## src/rtl/multicycle_control_unit_if.sv

```systemverilog
// Bundle of control-unit signals shared between the multicycle control FSM
// and the datapath/memory it steers.
//
// Parameters:
//   RET_W        width of the retired-instruction counter
// Signals:
//   opcode       instruction[31:26] from the instruction register
//   memAck       memory completes the current request this cycle
//   memReq       memory request, held until memAck
//   memWrite     request is a write (valid with memReq)
//   iorD         address select: 0=PC, 1=ALUOut
//   irWrite      load instruction register
//   pcWrite      unconditional PC load
//   pcWriteCond  PC load if branch condition holds
//   bne          branch polarity: 1=not-equal, 0=equal
//   pcSrc        00=ALU result, 01=ALUOut, 10=jump address
//   aluSrcA      0=PC, 1=rs
//   aluSrcB      00=rt, 01=4, 10=ext imm, 11=imm<<2
//   aluOp        00=add, 01=sub, 10=funct, 11=or
//   regDst       00=rt, 01=rd, 10=r31
//   memToReg     00=ALUOut, 01=MDR, 10=PC, 11=imm<<16
//   regWrite     register file write enable
//   state        current FSM state (debug)
//   retired      retired-instruction count, wraps
//   memFault     handshake timeout (sticky)
//   illegal      unsupported opcode trapped (sticky)
// Modports: master = control unit, slave = datapath/memory side.
interface multicycle_control_unit_if #(
  parameter int unsigned RET_W = 16
);
  logic [5:0]       opcode;
  logic             memAck;
  logic             memReq;
  logic             memWrite;
  logic             iorD;
  logic             irWrite;
  logic             pcWrite;
  logic             pcWriteCond;
  logic             bne;
  logic [1:0]       pcSrc;
  logic             aluSrcA;
  logic [1:0]       aluSrcB;
  logic [1:0]       aluOp;
  logic [1:0]       regDst;
  logic [1:0]       memToReg;
  logic             regWrite;
  logic [3:0]       state;
  logic [RET_W-1:0] retired;
  logic             memFault;
  logic             illegal;

  modport master (
    input  opcode, memAck,
    output memReq, memWrite, iorD, irWrite, pcWrite, pcWriteCond, bne,
           pcSrc, aluSrcA, aluSrcB, aluOp, regDst, memToReg, regWrite,
           state, retired, memFault, illegal
  );

  modport slave (
    output opcode, memAck,
    input  memReq, memWrite, iorD, irWrite, pcWrite, pcWriteCond, bne,
           pcSrc, aluSrcA, aluSrcB, aluOp, regDst, memToReg, regWrite,
           state, retired, memFault, illegal
  );
endinterface

```

## src/rtl/multicycle_control_unit.sv

```systemverilog
// Multicycle MIPS-subset control unit (R, lw, sw, j, jal, beq, bne, ori, lui).
// Steps each instruction through fetch/decode/execute/memory/writeback over a
// shared datapath, talks to a variable-latency memory via memReq/memAck with
// a timeout, and counts retired instructions.
//
// Ports:
//   clk    rising-edge clock
//   rst_n  asynchronous active-low reset
//   bus    multicycle_control_unit_if.master (opcode/memAck in, controls out)
// Parameters:
//   WAIT_LIMIT  req cycles without ack before entering FAULT (1..255)
//   RET_W       retired counter width
// Optional feature:
//   MCU_ILLEGAL_TRAP_EN  when defined, unsupported opcodes go to an absorbing
//                        TRAP state and raise illegal; otherwise they are NOPs.
module multicycle_control_unit #(
  parameter int unsigned WAIT_LIMIT = 15,
  parameter int unsigned RET_W      = 16
) (
  input logic                       clk,
  input logic                       rst_n,
  multicycle_control_unit_if.master bus
);

  typedef enum logic [3:0] {
    FETCH  = 4'd0,  DECODE = 4'd1,  MEMADR = 4'd2,  MEMRD = 4'd3,
    MEMWB  = 4'd4,  MEMWR  = 4'd5,  EXEC   = 4'd6,  RWB   = 4'd7,
    BRANCH = 4'd8,  JUMP   = 4'd9,  ORIEX  = 4'd10, IWB   = 4'd11,
    LUI    = 4'd12, FAULT  = 4'd13, TRAP   = 4'd14
  } state_t;

  localparam logic [5:0] OP_R   = 6'b000000;
  localparam logic [5:0] OP_LW  = 6'b100011;
  localparam logic [5:0] OP_SW  = 6'b101011;
  localparam logic [5:0] OP_J   = 6'b000010;
  localparam logic [5:0] OP_JAL = 6'b000011;
  localparam logic [5:0] OP_BEQ = 6'b000100;
  localparam logic [5:0] OP_BNE = 6'b000101;
  localparam logic [5:0] OP_ORI = 6'b001101;
  localparam logic [5:0] OP_LUI = 6'b001111;

  state_t           state_q, state_d;
  logic [7:0]       wait_q;
  logic [RET_W-1:0] retired_q;
  logic             req_state;
  logic             timeout;
  logic             retire;

  // Only the three request states look at memAck; elsewhere it is ignored.
  assign req_state = (state_q == FETCH) || (state_q == MEMRD) || (state_q == MEMWR);
  // The counter is about to reach WAIT_LIMIT on this un-acked cycle; an ack
  // in the same cycle still wins because each request state tests ack first.
  assign timeout   = req_state && !bus.memAck && (wait_q == 8'(WAIT_LIMIT - 1));

  assign bus.memReq   = req_state;
  assign bus.state    = state_q;
  assign bus.retired  = retired_q;
  assign bus.memFault = (state_q == FAULT);   // sticky: FAULT is absorbing
`ifdef MCU_ILLEGAL_TRAP_EN
  assign bus.illegal  = (state_q == TRAP);    // sticky: TRAP is absorbing
`else
  assign bus.illegal  = 1'b0;
`endif

  always_comb begin
    // NOTE: every output and next-state gets a default first so no path
    // through the case statement leaves a signal unassigned (no latches).
    state_d         = state_q;
    retire          = 1'b0;
    bus.memWrite    = 1'b0;
    bus.iorD        = 1'b0;
    bus.irWrite     = 1'b0;
    bus.pcWrite     = 1'b0;
    bus.pcWriteCond = 1'b0;
    bus.bne         = 1'b0;
    bus.pcSrc       = 2'b00;
    bus.aluSrcA     = 1'b0;
    bus.aluSrcB     = 2'b00;
    bus.aluOp       = 2'b00;
    bus.regDst      = 2'b00;
    bus.memToReg    = 2'b00;
    bus.regWrite    = 1'b0;

    case (state_q)
      FETCH: begin
        bus.aluSrcB = 2'b01;
        bus.irWrite = bus.memAck;   // Mealy: load IR and PC+4 on the ack cycle
        bus.pcWrite = bus.memAck;
        if (bus.memAck)   state_d = DECODE;
        else if (timeout) state_d = FAULT;
      end
      DECODE: begin
        bus.aluSrcB = 2'b11;        // precompute branch target in ALUOut
        case (bus.opcode)
          OP_LW, OP_SW:   state_d = MEMADR;
          OP_R:           state_d = EXEC;
          OP_BEQ, OP_BNE: state_d = BRANCH;
          OP_J, OP_JAL:   state_d = JUMP;
          OP_ORI:         state_d = ORIEX;
          OP_LUI:         state_d = LUI;
`ifdef MCU_ILLEGAL_TRAP_EN
          default:        state_d = TRAP;
`else
          default:        state_d = FETCH;   // NOP, not counted as retired
`endif
        endcase
      end
      MEMADR: begin
        bus.aluSrcA = 1'b1;
        bus.aluSrcB = 2'b10;
        state_d     = (bus.opcode == OP_LW) ? MEMRD : MEMWR;
      end
      MEMRD: begin
        bus.iorD = 1'b1;
        if (bus.memAck)   state_d = MEMWB;
        else if (timeout) state_d = FAULT;
      end
      MEMWB: begin
        bus.regWrite = 1'b1;
        bus.memToReg = 2'b01;
        state_d      = FETCH;
        retire       = 1'b1;
      end
      MEMWR: begin
        bus.iorD     = 1'b1;
        bus.memWrite = 1'b1;
        if (bus.memAck) begin
          state_d = FETCH;
          retire  = 1'b1;
        end else if (timeout) begin
          state_d = FAULT;
        end
      end
      EXEC: begin
        bus.aluSrcA = 1'b1;
        bus.aluOp   = 2'b10;
      end
      RWB: begin
        bus.regWrite = 1'b1;
        bus.regDst   = 2'b01;
        state_d      = FETCH;
        retire       = 1'b1;
      end
      BRANCH: begin
        bus.aluSrcA     = 1'b1;
        bus.aluOp       = 2'b01;
        bus.pcWriteCond = 1'b1;
        bus.pcSrc       = 2'b01;
        bus.bne         = (bus.opcode == OP_BNE);
        state_d         = FETCH;
        retire          = 1'b1;
      end
      JUMP: begin
        bus.pcWrite = 1'b1;
        bus.pcSrc   = 2'b10;
        if (bus.opcode == OP_JAL) begin
          bus.regWrite = 1'b1;
          bus.regDst   = 2'b10;
          bus.memToReg = 2'b10;
        end
        state_d = FETCH;
        retire  = 1'b1;
      end
      ORIEX: begin
        bus.aluSrcA = 1'b1;
        bus.aluSrcB = 2'b10;
        bus.aluOp   = 2'b11;
      end
      IWB: begin
        bus.regWrite = 1'b1;
        state_d      = FETCH;
        retire       = 1'b1;
      end
      LUI: begin
        bus.regWrite = 1'b1;
        bus.memToReg = 2'b11;
        state_d      = FETCH;
        retire       = 1'b1;
      end
      default: ;                     // FAULT, TRAP: absorbing, all strobes 0
    endcase

    // Single-cycle execute states fall through to their writeback.
    if (state_q == EXEC)  state_d = RWB;
    if (state_q == ORIEX) state_d = IWB;
  end

  always_ff @(posedge clk or negedge rst_n) begin
    if (!rst_n) begin
      state_q   <= FETCH;
      wait_q    <= '0;
      retired_q <= '0;
    end else begin
      // NOTE: sequential state uses non-blocking assignments so every
      // register samples pre-edge values regardless of statement order.
      state_q <= state_d;
      if (state_d != state_q)        wait_q <= '0;
      else if (req_state && !bus.memAck) wait_q <= wait_q + 8'd1;
      if (retire) retired_q <= retired_q + RET_W'(1);
    end
  end

endmodule

```

## src/flat_wrapper.sv

```systemverilog
// flat-port wrapper written by rule: the top's interface ports become plain ports
module multicycle_control_unit_flat 
#(
  parameter int unsigned WAIT_LIMIT = 15,
  parameter int unsigned RET_W      = 16
)
  (clk, rst_n, bus_opcode, bus_memAck, bus_memReq, bus_memWrite, bus_iorD, bus_irWrite, bus_pcWrite, bus_pcWriteCond, bus_bne, bus_pcSrc, bus_aluSrcA, bus_aluSrcB, bus_aluOp, bus_regDst, bus_memToReg, bus_regWrite, bus_state, bus_retired, bus_memFault, bus_illegal);
  multicycle_control_unit_if #(.RET_W(RET_W)) bus_i ();
  input logic clk;
  input logic rst_n;
  input wire logic [$bits(bus_i.opcode)-1:0] bus_opcode;
  input wire logic [$bits(bus_i.memAck)-1:0] bus_memAck;
  output wire logic [$bits(bus_i.memReq)-1:0] bus_memReq;
  output wire logic [$bits(bus_i.memWrite)-1:0] bus_memWrite;
  output wire logic [$bits(bus_i.iorD)-1:0] bus_iorD;
  output wire logic [$bits(bus_i.irWrite)-1:0] bus_irWrite;
  output wire logic [$bits(bus_i.pcWrite)-1:0] bus_pcWrite;
  output wire logic [$bits(bus_i.pcWriteCond)-1:0] bus_pcWriteCond;
  output wire logic [$bits(bus_i.bne)-1:0] bus_bne;
  output wire logic [$bits(bus_i.pcSrc)-1:0] bus_pcSrc;
  output wire logic [$bits(bus_i.aluSrcA)-1:0] bus_aluSrcA;
  output wire logic [$bits(bus_i.aluSrcB)-1:0] bus_aluSrcB;
  output wire logic [$bits(bus_i.aluOp)-1:0] bus_aluOp;
  output wire logic [$bits(bus_i.regDst)-1:0] bus_regDst;
  output wire logic [$bits(bus_i.memToReg)-1:0] bus_memToReg;
  output wire logic [$bits(bus_i.regWrite)-1:0] bus_regWrite;
  output wire logic [$bits(bus_i.state)-1:0] bus_state;
  output wire logic [$bits(bus_i.retired)-1:0] bus_retired;
  output wire logic [$bits(bus_i.memFault)-1:0] bus_memFault;
  output wire logic [$bits(bus_i.illegal)-1:0] bus_illegal;
  assign bus_i.opcode = bus_opcode;
  assign bus_i.memAck = bus_memAck;
  assign bus_memReq = bus_i.memReq;
  assign bus_memWrite = bus_i.memWrite;
  assign bus_iorD = bus_i.iorD;
  assign bus_irWrite = bus_i.irWrite;
  assign bus_pcWrite = bus_i.pcWrite;
  assign bus_pcWriteCond = bus_i.pcWriteCond;
  assign bus_bne = bus_i.bne;
  assign bus_pcSrc = bus_i.pcSrc;
  assign bus_aluSrcA = bus_i.aluSrcA;
  assign bus_aluSrcB = bus_i.aluSrcB;
  assign bus_aluOp = bus_i.aluOp;
  assign bus_regDst = bus_i.regDst;
  assign bus_memToReg = bus_i.memToReg;
  assign bus_regWrite = bus_i.regWrite;
  assign bus_state = bus_i.state;
  assign bus_retired = bus_i.retired;
  assign bus_memFault = bus_i.memFault;
  assign bus_illegal = bus_i.illegal;
  multicycle_control_unit #(.WAIT_LIMIT(WAIT_LIMIT), .RET_W(RET_W)) u_core (.clk(clk), .rst_n(rst_n), .bus(bus_i));
endmodule
```

## config.mk

```make
export PLATFORM = sky130hd
export DESIGN_NAME = multicycle_control_unit_flat
export DESIGN_NICKNAME = d
export VERILOG_FILES = /design/src/rtl/multicycle_control_unit_if.sv /design/src/rtl/multicycle_control_unit.sv /design/src/flat_wrapper.sv
export SDC_FILE = /design/constraint.sdc
export NUM_CORES = 1
export LEC_CHECK = 0
export CAP_MARGIN = 30
export CORE_MARGIN = 2
export CORE_UTILIZATION = 40
export CTS_CLUSTER_SIZE = 24
export DETAILED_ROUTE_END_ITERATION = 16
export PLACE_DENSITY = 0.77
export REMOVE_ABC_BUFFERS = 1
export SLEW_MARGIN = 30
export SYNTH_ARGS = -nofsm -noshare
export SYNTH_HDL_FRONTEND = slang
export SYNTH_SLANG_ARGS = --single-unit
```

## constraint.sdc

```tcl
create_clock -name clk -period 4.21 [get_ports clk]
set_clock_uncertainty 0.15 [all_clocks]
set_input_delay 0.842 -clock clk [delete_from_list [all_inputs] [get_ports clk]]
set_output_delay 0.842 -clock clk [all_outputs]
set_load 0.02 [all_outputs]
```

## After elaboration in Yosys (flattened, before gate mapping)

Cells that the tools add are included.

- Add/sub/neg operators: 2
- Equality and inequality tests: 23
- Multiplexer cells: 28
- Reductions and logical operators: 16

Operators by type and width:

| cell | count |
|---|---|
| case mux 4 bit (6 select lines) | 2 |
| == test 4 bit, second input constant | 6 |
| 2-to-1 mux 4 bit | 6 |
| case mux 2 bit (3 select lines) | 3 |
| adder 16 x 1 -> 16 bit, second input constant | 1 |
| == test 4 x 3 -> 1 bit, second input constant | 4 |
| 2-to-1 mux 8 bit | 2 |
| == test 6 x 2 -> 1 bit, second input constant | 2 |
| == test 6 x 3 -> 1 bit, second input constant | 2 |
| == test 6 x 4 -> 1 bit, second input constant | 2 |
| == test 6 bit, second input constant | 2 |
| OR reduction 2 bit | 5 |
| adder 8 x 1 -> 8 bit, second input constant | 1 |
| == test 4 x 2 -> 1 bit, second input constant | 2 |
| == test 8 x 4 -> 1 bit, second input constant | 1 |
| 2-to-1 mux 1 bit | 8 |
| case mux 2 bit (2 select lines) | 2 |
| OR reduction 4 bit | 2 |
| logical NOT 6 bit | 1 |
| case mux 1 bit (2 select lines) | 3 |
| OR reduction 6 bit | 1 |
| == test 4 x 1 -> 1 bit, second input constant | 1 |
| logical NOT 4 bit | 1 |
| != test 4 bit | 1 |
| 6 further kinds | 8 |

- Flip-flop bits (word level): 28
- Input bits: 9

## Longest topological paths before layout

Gate-level depths: netlist of run 1.

- Depth in word-level cells: 12
- Gate-level depth with buffers: 8

## Worst setup path before layout of run 1

Ideal clock, no wire load.

- Path type: flip-flop to output port
- Start point: register u_core.state_q[2], in the netlist u_core.bus.state[2]
- End point: output bus_bne
- Data arrival time: 1859 ps
- Data required time: 3218 ps
- Slack: 1359 ps
- Stages on the path, launching flop included: 5
- Buffers on the path: 1
- Cell sequence: dfrtp_1 buf_4 nand2b_1 nor3_1 and4b_1

- Longest elaborated chain between the ends: 2

Ends and longest elaborated chain:

| what | RTL line | source |
|---|---|---|
| start, declared | multicycle_control_unit.sv:42 | `state_t state_q, state_d;` |
| start signal, assigned | multicycle_control_unit.sv:196 | `state_q <= state_d;` |
| == test 4 bit | multicycle_control_unit.sv:84 | `case (state_q)` |
| 2-to-1 mux 1 bit | multicycle_control_unit.sv:84 |  |
| end, declared | flat_wrapper.sv:19 | `output wire logic [$bits(bus_i.bne)-1:0] bus_bne;` |

No other way between the ends.

## Worst setup path after layout of run 1

- Start point: input bus_opcode[2]
- End point: output bus_memToReg[1]

- Longest elaborated chain between the ends: 3

Ends and longest elaborated chain:

| what | RTL line | source |
|---|---|---|
| start, declared | flat_wrapper.sv:11 | `input wire logic [$bits(bus_i.opcode)-1:0] bus_opcode;` |
| == test 6 x 2 -> 1 bit | multicycle_control_unit.sv:156 | `if (bus.opcode == OP_JAL) begin` |
| 2-to-1 mux 2 bit | multicycle_control_unit.sv:156 |  |
| case mux 2 bit (3 select lines) | multicycle_control_unit.sv:84 |  |
| end, declared | flat_wrapper.sv:25 | `output wire logic [$bits(bus_i.memToReg)-1:0] bus_memToReg;` |

No other way between the ends.

==> flow_summary.rst, run 1 <==
.. list-table::
   :header-rows: 1

   * - Metric
     - Value
   * - Number of buffers on the longest clock path
     - 2
   * - Layout net count
     - 255
   * - Stages on the worst setup path
     - 5
   * - # clock sinks
     - 28
   * - Global-route total usage across every layer
     - 17.4%
   * - FF-to-FF End
     - u_core.wait_q[1]$_DFFE_PN0P_
   * - Sum of negative setup slack
     - 0 ns
   * - Antenna Diode Count
     - 0
   * - Worst-case headroom to the max-slew limit
     - 46.6%
   * - Synthesized flop and latch total
     - 28
   * - Gpl congestion
     - a little over 0.9
   * - Crit Reg-Reg Startpoint
     - u_core.bus.state[0]$_DFF_PN0_
   * - Proportion of register bits with asynchronous set or reset after synthesis
     - 100%
   * - Max-cap violation count
     - 0
   * - Core box area
     - 4380 um2
   * - Placement-stage cell area
     - 2310 um2
   * - Post-Syn Instances
     - 200
   * - Antenna violations before repair
     - 0
   * - Type of the most critical hold path
     - reg -> reg
   * - Worst hold margin
     - about 0.33 ns
   * - Post-Synthesis Mean Instance Area
     - ~9.1 um2
   * - Max Clk Rate
     - around 0.27 GHz
   * - DP HPWL
     - a little over 3000 um
   * - Worst slack at placement
     - 0.584 ns
   * - Clock tree root buffer cell
     - clkbuf_8
   * - Result of the run
     - completed
   * - Max incr delay on CP
     - 0.67 ns
   * - Cell Pwr Density
     - 194 nW/um2
   * - Measured slew at the worst slew-check pin
     - 0.800 ns
   * - Cell with the largest stage delay on the worst path
     - clkdlybuf4s50_1
   * - Kind of start point of the critical path
     - primary input
   * - Ys flop type
     - dfrtp_1
   * - Routed wirelength normalized by instance count
     - 13.9 um
   * - Drt total wl
     - 4080 um
   * - Source of the critical timing path
     - bus_opcode[2]
   * - Slack of the worst reg-to-reg path
     - ~1.4 ns
   * - Cell taking the most area after synthesis
     - dfrtp_1
   * - Final period utilization
     - a little under 90%
   * - Effective utilization at floorplan
     - 41.5%
   * - Type of the setup path with the least slack
     - in -> out
   * - Layout-stage area growth over the synthesis result
     - 29.8%
   * - Largest driver fanout on the critical path
     - 8
   * - CP required
     - between 3 and 4 ns
   * - I/O pin count
     - 50
   * - Setup ws final
     - 0.565 ns
   * - Layout cell share with drive strength beyond 1
     - 7.02%
   * - Largest net degree at the start of global routing
     - 29
   * - Vias in the first global route
     - between 1,000 and 1,500
   * - WP buf/inv
     - 2
   * - Top-area cell type share of the netlist area
     - 38.5%
   * - Count of warnings emitted by yosys
     - 0
   * - IR Drop Worst-Case VDD
     - ~0.18 mV
   * - Die outline area
     - 5110 um2
   * - Total CTS buffers
     - 3
   * - Worst hold start
     - u_core.bus.retired[15]$_DFFE_PN0P_
   * - Fraction of met2 tracks used by global routing
     - approximately 28%
   * - Die width
     - 71.5 um
   * - Global-route wire length before repair
     - 7200 um
   * - Met1 Use GR
     - 24.6%
   * - Layer carrying the most global-route usage
     - met2
   * - Most numerous cell on the critical path
     - clkdlybuf4s50_1
   * - Floorplan row count
     - 24
   * - Number of distinct library cell variants in the gate-level netlist after synthesis
     - 46
   * - Post_cts resized
     - 0
   * - Buffers inserted by post-CTS timing repair
     - 0
   * - Cells along the critical path
     - clkdlybuf4s50_1 -> nor2_1 -> nand4_1 -> o31ai_1 -> clkdlybuf4s50_1
   * - Latest clock arrival within the worst-skew pair
     - 0.27 ns
   * - Length of the first detailed-routing pass in iterations
     - 4
   * - Count of flip-flops with a built-in enable after synthesis
     - 0
   * - Top cells by area, synth
     - dfrtp_1 38%, xnor2_1 7.2%, xor2_1 4.3%
   * - Capturing element of the worst setup path
     - bus_memToReg[1]
   * - Arrival time of the worst setup path
     - 2.65 ns
   * - Minimum clock period
     - around 3.6 ns
   * - Chip height
     - 71.5 um
   * - Post-detailed-route count of antenna-violating nets
     - 0
   * - Path depth of the worst reg2reg path
     - 6
   * - Slew Limit Fails
     - 0
   * - Number of violations reported at the end of detailed-routing iteration 0
     - 98
   * - H-tree depth
     - 1
   * - Proportion of synthesized chip area in sequential cells
     - 38.5%
   * - Worst setup EP type
     - output port
   * - Total design power
     - 458 uW
   * - Kind of cell with the highest combined delay on the critical path
     - buffers and inverters
   * - Hold violation total from the final report
     - 0
   * - Reported leakage power
     - 0.000947 uW
   * - Setup repair after global routing missed its margin
     - no
   * - CTS tree
     - done
   * - Met3 track utilization from global routing
     - 3.66%
   * - Total vias in the final route
     - 1,610
   * - Cell area after technology mapping
     - 1820 um2
   * - Remaining routing DRC violations
     - 0
   * - Overflow left after global routing
     - 0
   * - Routed vias/inst
     - 5.48
   * - CTS hold repair buffers
     - 0
   * - Clock transition time at the flip-flop clock pins of the worst setup and hold paths
     - 0.09 ns
   * - Total of buffers placed on input and output ports
     - 48
   * - Finished Cell Area
     - 2360 um2
   * - Number of endpoints failing setup at the final stage
     - 0
cell families (layout without fill, tap and decap cells):
| logic type | after synthesis | count (layout) | share of synthesized area [%] |
|---|---|---|---|
| buf+inv | 16 | 58 | 4.81 |
| other cells | 1 | 1 | 0.206 |
| fa+ha+maj | 3 | 3 | 2.06 |
| xor+xnor | 24 | 24 | 11.5 |
| mux | 3 | 3 | 1.99 |
| flops | 28 | 28 | 38.5 |
| compound gates | 29 | 29 | 12.6 |
| simple gates | 96 | 96 | 28.3 |
power breakdown:
| group | switching (uW) | total [uW] | internal [uW] |
|---|---|---|---|
| combinational | 13.9 | 24.0 | 10.1 |
| clock | 81.5 | 165 | 83.7 |
| sequential | 0 | 269 | 269 |
how the worst min path moves through the flow:
stage / to / slack, ns / cells after the start
after floorplan: u_core.bus.retired[0]$_DFFE_PN0P_ / 0.40 / 0
after global placement: u_core.bus.retired[15]$_DFFE_PN0P_ / 0.31 / 1
after detailed placement: u_core.bus.retired[15]$_DFFE_PN0P_ / 0.32 / 1
after CTS: u_core.bus.retired[15]$_DFFE_PN0P_ / 0.34 / 1
after global routing: u_core.bus.retired[15]$_DFFE_PN0P_ / 0.36 / 1
final: u_core.bus.retired[15]$_DFFE_PN0P_ / 0.33 / 1
cell usage after synthesis, types with 2 or more instances:
master	instances
dfrtp_1	28
nor2_1	20
nand2_1	18
xnor2_1	15
nand3_1	12
nor3_1	12
nand4_1	9
xor2_1	9
buf_4	7
a21oi_1	6
o21ai_0	6
and3_1	5
and2_1	4
clkbuf_1	4
inv_1	4
ha_1	3
nor4_1	3
o211ai_1	3
a21boi_0	2
a31oi_1	2
mux2_2	2
nand2b_1	2
metrics by stage:
step,util (%),std cells
floorplan,-,188
global placement,52.7,290
detailed placement,52.7,290
CTS,53.9,294
global route,53.9,294
finish,53.9,294
layout make-up:
class	count	area, um2
Timing Repair Buffer	50	495
Tap cell	52	65.1
Clock buffer	4	55.1
Fill cell	404	2020
Multi-Input combinational cell	156	1030
Sequential cell	28	701
Inverter	4	15.0
layout by cell type, fill, tap and decap left out, drive strengths merged, types with 3 or more instances in the layout:
cell type | netlist | final
clkdlybuf4s50 | 0 | 48
o21ai | 6 | 6
nand2 | 18 | 18
nor2 | 20 | 20
nand2b | 3 | 3
inv | 4 | 4
and3 | 5 | 5
o211ai | 3 | 3
dfrtp | 28 | 28
xor2 | 9 | 9
nand4 | 9 | 9
a21oi | 6 | 6
nor3 | 13 | 13
xnor2 | 15 | 15
clkbuf | 4 | 4
nor4 | 3 | 3
and2 | 4 | 4
ha | 3 | 3
nand3 | 12 | 12
registers in the layout (all words and copies together), names as in the netlist:
| signal | count |
|---|---|
| u_core.bus.state | 4 |
| u_core.bus.retired | 16 |
| u_core.wait_q | 8 |
layer usage:
metal | share of wire [%] | vias to the layer above | wire length, um
met4 | 1.3 | 0 | 53
li1 | - | 803 | -
met1 | 45 | 771 | 1850
met2 | 50 | 30 | 2020
met3 | 3.8 | 6 | 155
met5 | 0 | - | 0
worst register-to-register path, stage by stage, from the launching register on:
cell and delay (ns):
dfrtp_1 0.87, nand2b_4 0.15, mux2_2 0.34, nor3_4 0.44
a211oi_4 0.14, mux2i_2 0.26, a2111oi_2 0.39
Note: power is estimated with default switching activity, not from simulation.
==> inputs of run 2 (changes only) <==
clock period = 3.9 ns   (was 4.21 ns; I/O delays follow)
==> run 2 against run 1 <==
  * Flip-flop and latch count is the same
  * Clock-buffer cell count shrank 1
  * Power grew 19%
  * Critical path type unchanged
  * Sequential share of layout area shrank 0.20 points
  * Via count grew 0.56%
  * Wire length shrank 0.61%
==> flow_summary.rst, run 2 (same netlist as run 1, synthesis figures left out) <==
.. list-table::
   :header-rows: 1

   * - Metric
     - Value
   * - Result of the run
     - completed
   * - Max incr delay on CP
     - 0.67 ns (about the same)
   * - Total of buffers placed on input and output ports
     - 48 (unchanged)
   * - Min-Delay Endpoint
     - u_core.bus.retired[15]$_DFFE_PN0P_
   * - WP buf/inv
     - 2 (unchanged)
   * - Max-cap violation count
     - 0 (unchanged)
   * - Length of the first detailed-routing pass in iterations
     - 4 (unchanged)
   * - Hold violation total from the final report
     - 0 (unchanged)
   * - Most numerous cell on the critical path
     - clkdlybuf4s50_1
   * - Number of endpoints failing setup at the final stage
     - 0 (unchanged)
   * - Hold Crit Depth
     - 1 (unchanged)
   * - Core box area
     - 4380 um2 (unchanged)
   * - Remaining routing DRC violations
     - 0 (unchanged)
   * - Die outline area
     - 5110 um2 (unchanged)
   * - Most common cell after layout, fill and taps aside
     - clkdlybuf4s50_1
   * - Worst hold start
     - u_core.bus.retired[15]$_DFFE_PN0P_
   * - Commonest cells after routing, fill and taps aside
     - 48 x clkdlybuf4s50_1, 28 x dfrtp_1, 20 x nor2_1
   * - Number of violations reported at the end of detailed-routing iteration 0
     - 109 (+11%)
   * - I/O pin count
     - 50 (unchanged)
   * - Routed wirelength normalized by instance count
     - 13.8 um (-0.61%)
   * - Largest net degree at the start of global routing
     - 29 (unchanged)
   * - Area used by sequential logic in the layout
     - 701 um2 (unchanged)
   * - Minimum clock period
     - 3.58 ns
   * - Buffers inserted by post-CTS timing repair
     - 0 (unchanged)
   * - Effective utilization at floorplan
     - 41.5% (unchanged)
   * - Layout-stage area growth over the synthesis result
     - 30.7%
   * - Clock tree root buffer cell
     - clkbuf_8
   * - Cells along the critical path
     - clkdlybuf4s50_1 -> nor2_1 -> nand4_1 -> o31ai_1 -> clkdlybuf4s50_1
   * - Clock transition time at the flip-flop clock pins of the worst setup and hold paths
     - 0.10 ns (about the same)
   * - Total vias in the final route
     - 1,619 (+0.56%)
   * - Final period utilization
     - 91.9%
   * - CTS tree
     - done
   * - Sum of negative setup slack
     - 0 ns (unchanged)
   * - Largest register FFs
     - 16 (unchanged)
   * - Setup repair after global routing missed its margin
     - no
   * - Final core utilization
     - 54.3% (+0.37 points)
   * - Setup ws final
     - 0.317 ns (-0.248 ns)
   * - CP required
     - 2.97 ns (-0.25 ns)
   * - Vias in the first global route
     - 1,449 (-3.3%)
   * - Routed vias/inst
     - 5.51 (+0.56%)
   * - H-tree depth
     - 1 (unchanged)
   * - CTS hold repair buffers
     - 0 (unchanged)
   * - Worst hold margin
     - 0.325 ns (-0.00186 ns)
   * - Drt total wl
     - 4060 um (-0.61%)
   * - Floorplan row count
     - 24 (unchanged)
   * - Worst setup EP type
     - output port
   * - Cell Pwr Density
     - 229 nW/um2 (+18%)
   * - Reported leakage power
     - 0.000954 uW (+0.73%)
   * - IR Drop Worst-Case VDD
     - 0.240 mV (+36%)
   * - Latest clock arrival within the worst-skew pair
     - 0.28 ns (about the same)
   * - FF-to-FF End
     - u_core.wait_q[1]$_DFFE_PN0P_
   * - Arrival time of the worst setup path
     - 2.65 ns (about the same)
   * - Post-detailed-route count of antenna-violating nets
     - 0 (unchanged)
   * - Cell with the largest stage delay on the worst path
     - clkdlybuf4s50_1
   * - Worst slack at placement
     - 0.358 ns (-0.226 ns)
   * - Crit Reg-Reg Startpoint
     - u_core.bus.state[0]$_DFF_PN0_
   * - Number of fillers in the final layout
     - 406 (+0.50%)
   * - Antenna Diode Count
     - 0 (unchanged)
   * - Antenna violations before repair
     - 0 (unchanged)
   * - Layout cell share with drive strength beyond 1
     - 7.02% (unchanged)
   * - Gpl congestion
     - 0.946 (+2.3%)
   * - Post_cts resized
     - 0 (unchanged)
   * - Type of the setup path with the least slack
     - in -> out
   * - DP HPWL
     - 3040 um (-0.50%)
   * - Overflow left after global routing
     - 0 (unchanged)
   * - Measured slew at the worst slew-check pin
     - 0.795 ns (-0.00521 ns)
   * - Number of buffers on the longest clock path
     - 2 (unchanged)
   * - Largest driver fanout on the critical path
     - 8 (unchanged)
   * - Area occupied by multi-input gates
     - 1030 um2 (unchanged)
   * - Total CTS buffers
     - 3 (unchanged)
   * - Layout net count
     - 255 (unchanged)
   * - Kind of cell with the highest combined delay on the critical path
     - buffers and inverters
   * - Slew Limit Fails
     - 0 (unchanged)
   * - Path depth of the worst reg2reg path
     - 6 (unchanged)
   * - Type of the most critical hold path
     - reg -> reg
   * - Chip height
     - 71.5 um (unchanged)
   * - Max Clk Rate
     - 0.279 GHz
   * - Kind of start point of the critical path
     - primary input
   * - Global-route wire length before repair
     - 6820 um (-5.4%)
   * - Total design power
     - 545 uW (+19%)
   * - Global-route total usage across every layer
     - 16.5% (-0.88 points)
   * - Worst-case headroom to the max-slew limit
     - 47.0% (+0.35 points)
   * - Die width
     - 71.5 um (unchanged)
   * - Slack of the worst reg-to-reg path
     - 1.08 ns (-0.29 ns)
   * - # clock sinks
     - 28 (unchanged)
## run 2: cell count changes in the layout (fill, tap and decap cells not counted)
cell / previous run / this run
clkbuf_8: 4 / 3
bufinv_16: 0 / 1
## run 2: layer usage
layer	global-route usage, %	wire length [um]	vias to the layer above
met5	0	0	-
met3	3.52	169	4
li1	-	-	801
met2	25.7	2010	39
met1	23.6	1840	775
met4	3.98	34	0
## run 2: cell type report
cell class                      count  share of cell area [%]
Clock inverter                      1                    1.26
Multi-Input combinational cell    156                    43.4
Clock buffer                        3                    1.74
Sequential cell                    28                    29.4
Timing Repair Buffer               50                    20.8
Inverter                            4                   0.631
Tap cell                           52                    2.73
## run 2: how the worst max path moves through the flow
stage	startpoint	end	cells after the start
6_report	bus_opcode[2]	bus_memToReg[1]	5
5_1_grt	bus_opcode[2]	bus_memToReg[1]	5
4_1_cts	bus_opcode[2]	bus_memToReg[1]	5
3_5_place_dp	bus_opcode[2]	bus_memToReg[1]	5
3_3_place_gp	bus_opcode[2]	bus_regWrite	5
2_1_floorplan	u_core.bus.state[2]$_DFF_PN0_	bus_bne	3
## run 2: stage by stage
| stage | area [um2] | std cells |
|---|---|---|
| floorplan | 1750 | 188 |
| CTS | 2380 | 294 |
| finish | 2380 | 294 |
| detailed placement | 2310 | 290 |
| global placement | 2310 | 290 |
| global route | 2380 | 294 |
## run 2: power by group
group	total, uW	internal, uW	leakage [uW]	switching (uW)
combinational	26.3	11.0	0.000553	15.4
clock	228	138	0.0000357	90.8
sequential	290	290	0.000365	0
